$ cat src/rtl/alu_wb_seq.sv
// ----------------------------------------------------------------------------
// alu_wb_seq
//
// Write-back sequencer sitting directly after the main ALU. It takes one ALU
// result at a time through a valid/ready handshake. It then drives the single
// register-file write port:
//   - narrow ops write r to the destination register;
//   - wide ops (MUL/DIV) write r to the destination, then s to HI_REG on the
//     next cycle;
//   - an ALU overflow turns into a held exception request and writes nothing.
//
// Optional build macro:
//   ALU_WB_PIPE_EN  - when defined, a new narrow result can be accepted while
//                     the previous narrow result is being written (WR_LO).
//                     This gives back-to-back writes at 1 op/cycle. When it is
//                     undefined, results are accepted only from IDLE.
//
// Ports:
//   clk       in   system clock, rising edge
//   rst_n     in   asynchronous active-low reset
//   in_valid  in   ALU result valid
//   in_ready  out  sequencer can accept a result this cycle
//   alu_r     in   ALU lower result        [REG_DATA_WIDTH]
//   alu_s     in   ALU upper result        [REG_DATA_WIDTH]
//   alu_exc   in   ALU overflow flag
//   dest_reg  in   destination register    [REG_ADDR_WIDTH]
//   wide      in   op writes both halves (MUL/DIV)
//   flush     in   synchronous abort of any pending write
//   rf_we     out  register-file write enable
//   rf_waddr  out  register-file write address [REG_ADDR_WIDTH]
//   rf_wdata  out  register-file write data    [REG_DATA_WIDTH]
//   exc_req   out  exception request, held until exc_ack
//   exc_ack   in   control acknowledges the exception
// ----------------------------------------------------------------------------
module alu_wb_seq #(
    parameter int REG_DATA_WIDTH = 16,
    parameter int REG_ADDR_WIDTH = 4,
    parameter int HI_REG         = 15
) (
    input  logic                      clk,
    input  logic                      rst_n,
    input  logic                      in_valid,
    output logic                      in_ready,
    input  logic [REG_DATA_WIDTH-1:0] alu_r,
    input  logic [REG_DATA_WIDTH-1:0] alu_s,
    input  logic                      alu_exc,
    input  logic [REG_ADDR_WIDTH-1:0] dest_reg,
    input  logic                      wide,
    input  logic                      flush,
    output logic                      rf_we,
    output logic [REG_ADDR_WIDTH-1:0] rf_waddr,
    output logic [REG_DATA_WIDTH-1:0] rf_wdata,
    output logic                      exc_req,
    input  logic                      exc_ack
);

    typedef enum logic [1:0] {
        IDLE  = 2'd0,
        WR_LO = 2'd1,
        WR_HI = 2'd2,
        EXC   = 2'd3
    } state_t;

    localparam logic [REG_ADDR_WIDTH-1:0] HI_ADDR = REG_ADDR_WIDTH'(HI_REG);

    state_t                    state;
    logic [REG_DATA_WIDTH-1:0] cap_s;
    logic                      cap_wide;
    logic                      accept;

    // Ready decode. A flush in the same cycle always blocks an accept. in_ready
    // is also gated with rst_n so that it reads 0 while reset is held.
    always_comb begin
        in_ready = 1'b0;
        if (rst_n && !flush) begin
            if (state == IDLE) begin
                in_ready = 1'b1;
            end
`ifdef ALU_WB_PIPE_EN
            else if (state == WR_LO && !cap_wide) begin
                in_ready = 1'b1;
            end
`endif
        end
    end

    assign accept = in_valid & in_ready;

    // Sequencer state and registered outputs.
    //
    // On accept, the lower half and the destination go straight into
    // rf_wdata/rf_waddr, because the WR_LO write is presented on the cycle
    // right after the accept. The overflow flag is held by the EXC state.
    // Only the upper half and the wide flag need separate capture registers,
    // because WR_HI uses them one cycle later.
    //
    // rf_we defaults low on every edge, so each write is a single-cycle
    // pulse. A flush therefore lets the write already on the port complete,
    // but no further write is issued.
    always_ff @(posedge clk or negedge rst_n) begin
        if (!rst_n) begin
            state    <= IDLE;
            cap_s    <= '0;
            cap_wide <= 1'b0;
            rf_we    <= 1'b0;
            rf_waddr <= '0;
            rf_wdata <= '0;
            exc_req  <= 1'b0;
        end else begin
            rf_we <= 1'b0;
            if (flush) begin
                state   <= IDLE;
                exc_req <= 1'b0;
            end else if (accept) begin
                cap_s    <= alu_s;
                cap_wide <= wide;
                rf_waddr <= dest_reg;
                rf_wdata <= alu_r;
                if (alu_exc) begin
                    state   <= EXC;
                    exc_req <= 1'b1;
                end else begin
                    state <= WR_LO;
                    // R0 is hard-wired to zero, so its write is dropped here.
                    // The state sequence is still the same.
                    rf_we <= (dest_reg != '0);
                end
            end else begin
                case (state)
                    WR_LO: begin
                        if (cap_wide) begin
                            state    <= WR_HI;
                            rf_we    <= 1'b1;
                            rf_waddr <= HI_ADDR;
                            rf_wdata <= cap_s;
                        end else begin
                            state <= IDLE;
                        end
                    end
                    WR_HI: begin
                        state <= IDLE;
                    end
                    EXC: begin
                        if (exc_ack) begin
                            exc_req <= 1'b0;
                            state   <= IDLE;
                        end
                    end
                    default: begin
                        state <= IDLE;
                    end
                endcase
            end
        end
    end

endmodule
$ cat config.mk
export PLATFORM = sky130hd
export DESIGN_NAME = alu_wb_seq
export DESIGN_NICKNAME = d
export VERILOG_FILES = /design/src/rtl/alu_wb_seq.sv
export SDC_FILE = /design/constraint.sdc
export NUM_CORES = 1
export LEC_CHECK = 0
export ABC_AREA = 1
export CAP_MARGIN = 20
export CORE_MARGIN = 1.5
export CORE_UTILIZATION = 44
export DETAILED_ROUTE_END_ITERATION = 16
export PLACE_DENSITY = 0.79
export SYNTH_ARGS = -nofsm -noshare
export SYNTH_HDL_FRONTEND = slang
export SYNTH_SLANG_ARGS = --single-unit
$ cat constraint.sdc
create_clock -name clk -period 1.7 [get_ports clk]
set_input_delay 0.255 -clock clk [delete_from_list [all_inputs] [get_ports clk]]
set_output_delay 0.255 -clock clk [all_outputs]
set_load 0.05 [all_outputs]
==> flow_summary_export.csv <==
group,metric,value,unit
outcome,status,"completed",
floorplan,rows,23,
cts,cts_buffers,5,
synth,synth_fa_ha_area_frac,0,
power,power.leakage,0.001312,uW
synth,ys.warnings.count,0,
floorplan,dieArea,4625,um2
placement,preCtsSetupSlack,0.03818,ns
route,wirelength,4533,um
power,vdd.ir_drop.worst,0.0004023,V
cells_and_area,fin_util,0.6587,
setup_path,crit_arrival,1.38,ns
route,vias_per_cell,5.250,
timing,worstMarginPinSlew,0.5023,ns
synth,synth.ff_latch_count,41,
cells_and_area,area_delta_synth_final,42.73,%
cts,cts_hold_buf,0,
synth,synth_compound_area_frac,0.05720,
timing,maxSlewViolCount,0,
cells_and_area,final_cell_mix,"nand3_1, dfrtp_1, clkdlybuf4s50_1",
global_route,grt_max_degree,42,
global_route,grt_util_all_layers,0.2169,
power,p_per_area,1167,nW/um2
cts,cts_max_level,2,
setup_path,slowest_stage,"dfrtp_1",
placement,io_buffers,65,
timing,skew,0.007943,ns
setup_path,end_kind,"output pin",
synth,synth_nets,250,
synth,ys_seq_area_frac,0.5518,
synth,synth_xor_area_frac,0,
cells_and_area,nets,320,
floorplan,io_pins,66,
cts,cts_sinks,41,
cells_and_area,layout_commonest_cell,"nand3_1",
route,drtIter0Drc,126,
synth,synthesis.area,1859,um2
setup_path,critical_path_class,"flop to output pin",
route,num_vias,1722,
setup_path,rr_endpoint,"rf_wdata[6]",
setup_path,critPathMaxFanout,4,
setup_path,cpPeakStageDelay,0.41,ns
timing,hold_viol_final,0,
cts,cts-resized-gates,0,
timing,fin_crit_sh,0.9609,
cts,cts.clk_slew.worst_paths,0.07,ns
floorplan,die_y,68.01,um
global_route,antenna_found_initial,0,
timing,period_minus_slack,1.634,ns
timing,fin_ws,0.06643,ns
hold_path,min-delay-path-class,"primary input to asynchronous set/reset pin",
route,drc,0,
route,firstDrtPassIters,4,
synth,post_synth_main_area_contributors,"dfrtp_1, nand3_1, nand4_1",
synth,ys_types,21,
timing,rsz0062_at_grt,"false",
setup_path,worstRegToRegCells,7,
global_route,grt_pass1_wl,7458,um
global_route,grt_pass1_vias,1675,
cells_and_area,final_layout_size_suffix_gt1_frac,0.1799,
timing,tns,0,ns
cts,cts_setup_buffers,0,
setup_path,crit_chain,"buf_4 -> nor4_4 -> buf_12",
timing,timing.fmax,612.2,MHz
run,cap_violations,0,
cells_and_area,diodes,0,
route,ant_nets,0,
placement,place.gp.congestion,0.8243,
setup_path,startpoint,"state[0]",
floorplan,die_x,68.01,um
setup_path,required,1.44,ns
synth,synthMuxAreaShare,0,
cts,cts_tree,"built",
timing,relSlewSlack,0.6652,
cts,clk_latency,0.29,ns
synth,synth_top_cell_by_area,"dfrtp_1",
synth,syn_inst,207,
floorplan,initial_utilization,0.4615,
setup_path,cp-start-kind,"flop",
setup_path,rrSetupSlack,0.25,ns
setup_path,reg2reg_from,"state[1]",
cts,root_buffer,"clkbuf_8",
synth,synth_top_area_frac,0.5518,
synth,syn_avg_cell_area,8.982,um2
placement,hpwl,3409,um
timing,setup_viol,0,
synth,synth-simple-area-share,0.2914,
cts,cts_buffer_depth,2,
route,wl_per_cell,13.82,um
synth,synth_top_family_by_area,"simple AND/OR/NAND/NOR gates",
floorplan,coreArea,4029,um2
global_route,overflow,0,
setup_path,endpoint,"in_ready",
## metrics by stage
step / cell area [um2] / hold slack, ns / power, uW / std cells
floorplan: 1874 / -0.04059 / 1910 / 207
global placement: 2531 / 0.3597 / 2287 / 320
detailed placement: 2531 / 0.3645 / 2314 / 320
CTS: 2651 / 0.05038 / 3113 / 328
global route: 2654 / 0.08538 / 3245 / 328
finish: 2654 / 0.02931 / 3097 / 328
## routing by layer
metal,global-route usage,part of all wire
met5,0,0
met4,0.1000,0.023
met3,0.03618,0.052
met2,0.3568,0.50
met1,0.2792,0.43
## kinds of logic (layout without fill, tap and decap cells)
family          count (synthesis)  after routing
simple gates                  109            109
flops                          41             41
buf+inv                        37            108
compound gates                 20             20
## registers in the layout (all words and copies together), names as in the netlist
name	flops
rf_waddr	4
cap_s	16
exc_req	1
cap_wide	1
rf_wdata	16
rf_we	1
state	2
## power by group
part	total, uW	switching [uW]	internal [uW]
registers	1280	118	1160
logic	1010	651	356
clock network	807	330	477
## worst min path at each step
stage                    end  cells after the start  start  slack [ns]
CTS                  exc_req                      2  rst_n        0.05
finish              cap_s[5]                      2  rst_n        0.03
floorplan           cap_s[0]                      0  rst_n       -0.04
detailed placement   exc_req                      2  rst_n        0.36
global route         exc_req                      2  rst_n        0.09
global placement     exc_req                      2  rst_n        0.36
## synth_stat cells, drive strengths merged
master / count
nand3: 46
a21oi: 1
nor2: 15
dfrtp: 41
clkbuf: 6
nor4: 1
nand2: 29
a31o: 1
nand4: 18
buf: 8
o21a: 1
o21ai: 17
inv: 23
## worst max-delay path, delay by kind of cell, from the launching register on
kind | cells | cell delay (ns)
DFF | 1 | 0.41
buffers and inverters | 2 | 0.36
and+or+nand+nor | 1 | 0.33
## cell type report
class | instances | area (um2)
multi-input combinational | 129 | 663.1
clock buffer | 6 | 82.58
timing repair buffer | 77 | 695.7
fill | 324 | 1375
clock inverter | 2 | 37.54
inverter | 23 | 86.33
sequential | 41 | 1026
tap | 50 | 62.56
(Power assumes the default switching activity.)
